[src/rtl/mdu_iterative_if.sv]
// Bundle of request and register-write signals between the register file
// read/write ports and the iterative multiply/divide unit.
//   master: drives start/op/src_a/src_b/dest_reg, observes results
//   slave : the MDU itself
interface mdu_iterative_if #(
  parameter int unsigned WIDTH      = 32,
  parameter int unsigned REG_ADDR_W = 3
);
  logic                  start;
  logic [1:0]            op;
  logic [WIDTH-1:0]      src_a;
  logic [WIDTH-1:0]      src_b;
  logic [REG_ADDR_W-1:0] dest_reg;
  logic                  busy;
  logic                  done;
  logic                  reg_write;
  logic [REG_ADDR_W-1:0] write_reg;
  logic [WIDTH-1:0]      write_data;
  logic [WIDTH-1:0]      result_hi;
  logic                  div_by_zero;

  modport master (
    output start, op, src_a, src_b, dest_reg,
    input  busy, done, reg_write, write_reg, write_data, result_hi, div_by_zero
  );

  modport slave (
    input  start, op, src_a, src_b, dest_reg,
    output busy, done, reg_write, write_reg, write_data, result_hi, div_by_zero
  );
endinterface

[src/rtl/mdu_iterative.sv]
// Iterative multiply/divide unit: shift-add multiply and restoring divide
// share one hi/lo datapath, one bit per cycle, WIDTH iterations.
//   clk   : rising-edge clock
//   rst_n : asynchronous active-low reset
//   bus   : slave side of mdu_iterative_if (request in, register write out)
// op: 00 MULU, 01 MUL, 10 DIVU, 11 DIV. Results: write_data = low/quotient,
// result_hi = high/remainder, div_by_zero flags a zero divisor.
module mdu_iterative #(
  parameter int unsigned WIDTH      = 32,
  parameter int unsigned REG_ADDR_W = 3
) (
  input logic            clk,
  input logic            rst_n,
  mdu_iterative_if.slave bus
);

  localparam int unsigned CntW = (WIDTH > 1) ? $clog2(WIDTH) : 1;

  typedef enum logic [1:0] {StIdle, StCalc, StDone} state_e;

  state_e                state_q, state_d;
  logic [CntW-1:0]       cnt_q, cnt_d;
  logic                  is_div_q, is_div_d;
  logic                  neg_q, neg_d;          // negate product / quotient
  logic                  rem_neg_q, rem_neg_d;  // negate remainder
  logic [WIDTH-1:0]      opnd_q, opnd_d;        // multiplicand or divisor magnitude
  logic [WIDTH-1:0]      hi_q, hi_d;
  logic [WIDTH-1:0]      lo_q, lo_d;
  logic [REG_ADDR_W-1:0] dest_q, dest_d;
  logic [REG_ADDR_W-1:0] write_reg_q, write_reg_d;
  logic [WIDTH-1:0]      write_data_q, write_data_d;
  logic [WIDTH-1:0]      result_hi_q, result_hi_d;
  logic                  dbz_q, dbz_d;

  logic [WIDTH-1:0]   mag_a, mag_b;
  logic [WIDTH:0]     mul_sum;
  logic [WIDTH:0]     div_rem_sh, div_trial;
  logic [WIDTH-1:0]   step_hi, step_lo;
  logic [2*WIDTH-1:0] prod;

  assign mag_a = (bus.op[0] && bus.src_a[WIDTH-1]) ? -bus.src_a : bus.src_a;
  assign mag_b = (bus.op[0] && bus.src_b[WIDTH-1]) ? -bus.src_b : bus.src_b;

  // Multiply step: conditionally add multiplicand to hi, then shift {carry,hi,lo} right.
  assign mul_sum = {1'b0, hi_q} + (lo_q[0] ? {1'b0, opnd_q} : '0);

  // Divide step: shift {rem,quo} left, keep trial subtraction if it did not borrow.
  assign div_rem_sh = {hi_q, lo_q[WIDTH-1]};
  assign div_trial  = div_rem_sh - {1'b0, opnd_q};

  always_comb begin
    if (is_div_q) begin
      step_hi = div_trial[WIDTH] ? div_rem_sh[WIDTH-1:0] : div_trial[WIDTH-1:0];
      step_lo = {lo_q[WIDTH-2:0], ~div_trial[WIDTH]};
    end else begin
      step_hi = mul_sum[WIDTH:1];
      step_lo = {mul_sum[0], lo_q[WIDTH-1:1]};
    end
    prod = {step_hi, step_lo};
  end

  always_comb begin
    state_d      = state_q;
    cnt_d        = cnt_q;
    is_div_d     = is_div_q;
    neg_d        = neg_q;
    rem_neg_d    = rem_neg_q;
    opnd_d       = opnd_q;
    hi_d         = hi_q;
    lo_d         = lo_q;
    dest_d       = dest_q;
    write_reg_d  = write_reg_q;
    write_data_d = write_data_q;
    result_hi_d  = result_hi_q;
    dbz_d        = dbz_q;

    unique case (state_q)
      StIdle: begin
        if (bus.start) begin
          is_div_d  = bus.op[1];
          neg_d     = bus.op[0] & (bus.src_a[WIDTH-1] ^ bus.src_b[WIDTH-1]);
          rem_neg_d = bus.op[0] & bus.src_a[WIDTH-1];
          dest_d    = bus.dest_reg;
          cnt_d     = '0;
          hi_d      = '0;
          dbz_d     = 1'b0;
          if (bus.op[1] && (bus.src_b == '0)) begin
            // Zero divisor: skip the iterations, report dividend untouched.
            dbz_d        = 1'b1;
            write_data_d = '1;
            result_hi_d  = bus.src_a;
            write_reg_d  = bus.dest_reg;
            state_d      = StDone;
          end else begin
            opnd_d  = bus.op[1] ? mag_b : mag_a;
            lo_d    = bus.op[1] ? mag_a : mag_b;
            state_d = StCalc;
          end
        end
      end
      StCalc: begin
        hi_d  = step_hi;
        lo_d  = step_lo;
        cnt_d = cnt_q + 1'b1;
        if (cnt_q == CntW'(WIDTH - 1)) begin
          if (is_div_q) begin
            write_data_d = neg_q ? -step_lo : step_lo;
            result_hi_d  = rem_neg_q ? -step_hi : step_hi;
          end else begin
            {result_hi_d, write_data_d} = neg_q ? -prod : prod;
          end
          write_reg_d = dest_q;
          state_d     = StDone;
        end
      end
      StDone: state_d = StIdle;
      default: state_d = StIdle;
    endcase
  end

  always_ff @(posedge clk or negedge rst_n) begin
    if (!rst_n) begin
      state_q      <= StIdle;
      cnt_q        <= '0;
      is_div_q     <= 1'b0;
      neg_q        <= 1'b0;
      rem_neg_q    <= 1'b0;
      opnd_q       <= '0;
      hi_q         <= '0;
      lo_q         <= '0;
      dest_q       <= '0;
      write_reg_q  <= '0;
      write_data_q <= '0;
      result_hi_q  <= '0;
      dbz_q        <= 1'b0;
    end else begin
      state_q      <= state_d;
      cnt_q        <= cnt_d;
      is_div_q     <= is_div_d;
      neg_q        <= neg_d;
      rem_neg_q    <= rem_neg_d;
      opnd_q       <= opnd_d;
      hi_q         <= hi_d;
      lo_q         <= lo_d;
      dest_q       <= dest_d;
      write_reg_q  <= write_reg_d;
      write_data_q <= write_data_d;
      result_hi_q  <= result_hi_d;
      dbz_q        <= dbz_d;
    end
  end

  assign bus.busy        = (state_q != StIdle);
  assign bus.done        = (state_q == StDone);
  assign bus.reg_write   = (state_q == StDone);
  assign bus.write_reg   = write_reg_q;
  assign bus.write_data  = write_data_q;
  assign bus.result_hi   = result_hi_q;
  assign bus.div_by_zero = dbz_q;

endmodule

[src/flat_wrapper.sv]
// flat-port wrapper written by rule: the top's interface ports become plain ports
module mdu_iterative_flat 
#(
  parameter int unsigned WIDTH      = 32,
  parameter int unsigned REG_ADDR_W = 3
)
  (clk, rst_n, bus_start, bus_op, bus_src_a, bus_src_b, bus_dest_reg, bus_busy, bus_done, bus_reg_write, bus_write_reg, bus_write_data, bus_result_hi, bus_div_by_zero);
  mdu_iterative_if #(.WIDTH(WIDTH), .REG_ADDR_W(REG_ADDR_W)) bus_i ();
  input logic clk;
  input logic rst_n;
  input wire logic [$bits(bus_i.start)-1:0] bus_start;
  input wire logic [$bits(bus_i.op)-1:0] bus_op;
  input wire logic [$bits(bus_i.src_a)-1:0] bus_src_a;
  input wire logic [$bits(bus_i.src_b)-1:0] bus_src_b;
  input wire logic [$bits(bus_i.dest_reg)-1:0] bus_dest_reg;
  output wire logic [$bits(bus_i.busy)-1:0] bus_busy;
  output wire logic [$bits(bus_i.done)-1:0] bus_done;
  output wire logic [$bits(bus_i.reg_write)-1:0] bus_reg_write;
  output wire logic [$bits(bus_i.write_reg)-1:0] bus_write_reg;
  output wire logic [$bits(bus_i.write_data)-1:0] bus_write_data;
  output wire logic [$bits(bus_i.result_hi)-1:0] bus_result_hi;
  output wire logic [$bits(bus_i.div_by_zero)-1:0] bus_div_by_zero;
  assign bus_i.start = bus_start;
  assign bus_i.op = bus_op;
  assign bus_i.src_a = bus_src_a;
  assign bus_i.src_b = bus_src_b;
  assign bus_i.dest_reg = bus_dest_reg;
  assign bus_busy = bus_i.busy;
  assign bus_done = bus_i.done;
  assign bus_reg_write = bus_i.reg_write;
  assign bus_write_reg = bus_i.write_reg;
  assign bus_write_data = bus_i.write_data;
  assign bus_result_hi = bus_i.result_hi;
  assign bus_div_by_zero = bus_i.div_by_zero;
  mdu_iterative #(.WIDTH(WIDTH), .REG_ADDR_W(REG_ADDR_W)) u_core (.clk(clk), .rst_n(rst_n), .bus(bus_i));
endmodule
[config.mk]
export PLATFORM = sky130hd
export DESIGN_NAME = mdu_iterative_flat
export DESIGN_NICKNAME = d
export VERILOG_FILES = /design/src/rtl/mdu_iterative_if.sv /design/src/rtl/mdu_iterative.sv /design/src/flat_wrapper.sv
export SDC_FILE = /design/constraint.sdc
export NUM_CORES = 1
export LEC_CHECK = 0
export ABC_AREA = 1
export CORE_ASPECT_RATIO = 1.25
export CORE_MARGIN = 2
export CORE_UTILIZATION = 55
export CTS_BUF_LIST = sky130_fd_sc_hd__clkbuf_4 sky130_fd_sc_hd__clkbuf_8 sky130_fd_sc_hd__clkbuf_16
export CTS_CLUSTER_DIAMETER = 200
export DETAILED_ROUTE_END_ITERATION = 6
export PLACE_DENSITY_LB_ADDON = 0.05
export SYNTH_ARGS = -nofsm -noshare
export SYNTH_HDL_FRONTEND = slang
export SYNTH_SLANG_ARGS = --single-unit
[constraint.sdc]
create_clock -name clk -period 6.06 [get_ports clk]
set_input_delay 1.515 -clock clk [delete_from_list [all_inputs] [get_ports clk]]
set_output_delay 1.515 -clock clk [all_outputs]
set_load 0.03 [all_outputs]
==> metrics.md <==
| Metric | Value |
|---|---|
| Antenna-violating nets left | `0` |
| Vias | `just over 20000` |
| DIE AREA | `33000 um2` |
| H-Tree Depth | `4` |
| Clock Path Buffers | `2` |
| Vias in the first global route | `around 20000` |
| Die X | `163 um` |
| Initial antenna violation count | `5` |
| Synth Warn # | `0` |
| Slowest cell on the critical path | `fa_1` |
| Drt first pass iters | `7` |
| Top-count cell post-synth | `nand2_1` |
| Vias per inst | `approximately 6.1` |
| First-pass GRT wire length | `roughly 110 mm` |
| Global-route met3 utilization | `0.102` |
| I/O Buffers | `approximately 140` |
| Core area | `between 30000 and 40000 um2` |
| Layout cell share with drive strength beyond 1 | `0.0518` |
| Final core occ | `0.631` |
| Final TNS setup | `0 ns` |
| Commonest cells post-synth | `830 x nand2_1, 373 x inv_1, 307 x nor2_1, 252 x o21ai_0, 177 x dfrtp_1` |
| Worst Tran Pin Value | `1.35 ns` |
| Post-Place Cells | `3310` |
| Multi-input logic area | `11100 um2` |
| Final net count | `approximately 3000` |
| Worst hold slack | `0.476 ns` |
| Post_cts resized | `0` |
| HPWL Detailed | `roughly 60 mm` |
| Syn_area_per_cell | `approximately 6 um2` |
| Global routing usage on met2 | `0.695` |
| Wire length per cell | `around 22 um` |
| Clock sink count | `approximately 180` |
| Critical path fanouts, max | `30` |
| TritonCTS clock tree | `done` |
| Num CTS Buffers | `17` |
| Residual DRC | `6` |
| Tmin final | `5.34 ns` |
| Synth Cell Area | `17400 um2` |
| Synth unique cells | `53` |
| Largest net degree at the start of global routing | `87` |
| Ys flop type | `dfrtp_1` |
| Final WL | `75.0 mm` |
| Max Cap Viol | `0` |
| Num rows | `between 70 and 80` |
| Tot GR Track Use | `0.455` |
| Initial core utilization | `0.561` |
| Cell repeated most along the worst path | `nand2_1` |
| Reg2reg setup slack | `roughly 0.72 ns` |
| Tcrit/Tclk final | `0.882` |
| Critical Path RT | `6.42 ns` |
| Hold Crit Class | `flip-flop to flip-flop` |
| Top-area cell type share of the netlist area | `0.255` |
| #FFs+latches synth | `177` |
| Syn Inst Count | `around 2800` |
| Largest area contributor in the netlist | `dfrtp_1` |
| Syn nets | `2990` |
| Die H | `between 200 and 250 um` |
| Status | `finished, violations left` |
| Final Non-Filler Cells | `3344` |
| Post-synth EDFFs | `0` |
| GR Util met1 | `0.528` |
| RSZ-0062 raised after global routing | `false` |
| Slew margin rel. | `0.100` |
| Failing checks | `DRC` |
| Largest cells by area after synthesis | `dfrtp_1 25%, nand2_1 18%, inv_1 8.1%` |
| Clk root buf | `clkbuf_16` |
| Hold buffer count at cts | `0` |
| P&R area growth vs syn | `12.6%` |
| Max Clk Rate | `around 190 MHz` |
| # IOs | `143` |
| Crit Path Class | `flip-flop to flip-flop` |
| Seq/Total Area, Yosys | `0.255` |
| Iteration-0 DRC Markers | `approximately 2800` |
| Setup violators final | `0` |
| Setup Skew | `between 0.01 and 0.015 ns` |
| WP data arrival | `around 5.7 ns` |
| Global placer's final weighted congestion | `1.10` |
| Final slew viol count | `0` |
| Top Usage Layer GRT | `met2` |
| Fraction of registers with async set/reset | `1.00` |
| Clk_lat worst skew | `0.47 ns` |
| Reg area | `about 4400 um2` |
| Setup Fix Bufs, Post-CTS | `0` |
| Crit end category | `flip-flop` |
| Fin. Hold Viols | `0` |
| Total gr overflow | `0` |
| Worst setup SP type | `flip-flop` |
| Clock slew at reported path FFs | `0.07 ns` |
| Filler Cell Count | `slightly below 3000` |
| CP max stage delay | `0.46 ns` |
==> metrics by stage <==
step | worst slack (ns) | cell area [um2]
after floorplan | 2.09 | 17400
after global placement | 0.992 | 19000
after detailed placement | 0.844 | 19000
after CTS | 0.834 | 19600
after global routing | 0.170 | 19600
final | 0.718 | 19600
==> layout make-up <==
cell class	count	share of cell area
antenna	2	0.000256
timing repair buffer	160	0.0794
multi-input combinational	2184	0.565
clock buffer	19	0.0228
sequential	177	0.227
tap	407	0.0260
inverter	382	0.0734
clock inverter	13	0.00614
==> cell usage in the layout (no fill, tap or decap), types with 18 or more instances in the layout <==
cell             count
a21oi_1            157
a31oi_1             23
buf_4               18
clkdlybuf4s50_1    140
dfrtp_1            176
ha_1                70
inv_1              372
nand2_1            829
nand2_2             27
nand3_1            160
nand4_1             21
nor2_1             304
nor3_1              33
o211ai_1            23
o21ai_0            252
o22ai_1             33
xnor2_1             28
xor2_1              72
==> layer usage <==
layer	vias up	routed length, um	part of all wire
li1	9301	-	-
met1	9274	26300	0.35
met5	-	44	0.00059
met2	1376	32200	0.43
met4	6	8590	0.11
met3	380	7860	0.10
==> critical path: cells and delay by family, from the launching register on <==
| family | cells | cell delay [ns] |
|---|---|---|
| adder cells (fa/ha/maj) | 3 | 0.77 |
| buffers and inverters | 3 | 0.24 |
| flip-flops | 1 | 0.37 |
| AND/OR/NAND/NOR | 31 | 3.89 |
==> cells by family (layout without fill, tap and decap cells) <==
logic type | after synthesis | in the layout | share of synthesized area
AO/OA/AOI/OAI | 564 | 564 | 0.180
XOR/XNOR | 100 | 100 | 0.0504
adder cells (fa/ha/maj) | 72 | 72 | 0.0527
buffers and inverters | 485 | 574 | 0.110
flip-flops | 177 | 177 | 0.255
other | 0 | 2 | 0
AND/OR/NAND/NOR | 1448 | 1448 | 0.352
==> path summary, 6_finish.rpt <==
| path | startpoint | end | cells after the start |
|---|---|---|---|
| setup / recovery | u_core.lo_q[31] | u_core.bus.result_hi[22] | 37 |
| setup reg to reg | u_core.lo_q[31] | u_core.bus.result_hi[22] | 37 |
| hold / removal | u_core.dest_q[2] | u_core.dest_q[2] | 2 |
| min in group asynchronous | rst_n | u_core.bus.write_data[2] | 1 |
| hold reg to reg | u_core.dest_q[2] | u_core.dest_q[2] | 2 |
| max in group asynchronous | rst_n | u_core.hi_q[3] | 2 |
Power is not shown: default switching activity piles up to over one toggle a cycle in this logic, so the estimate is an artifact.
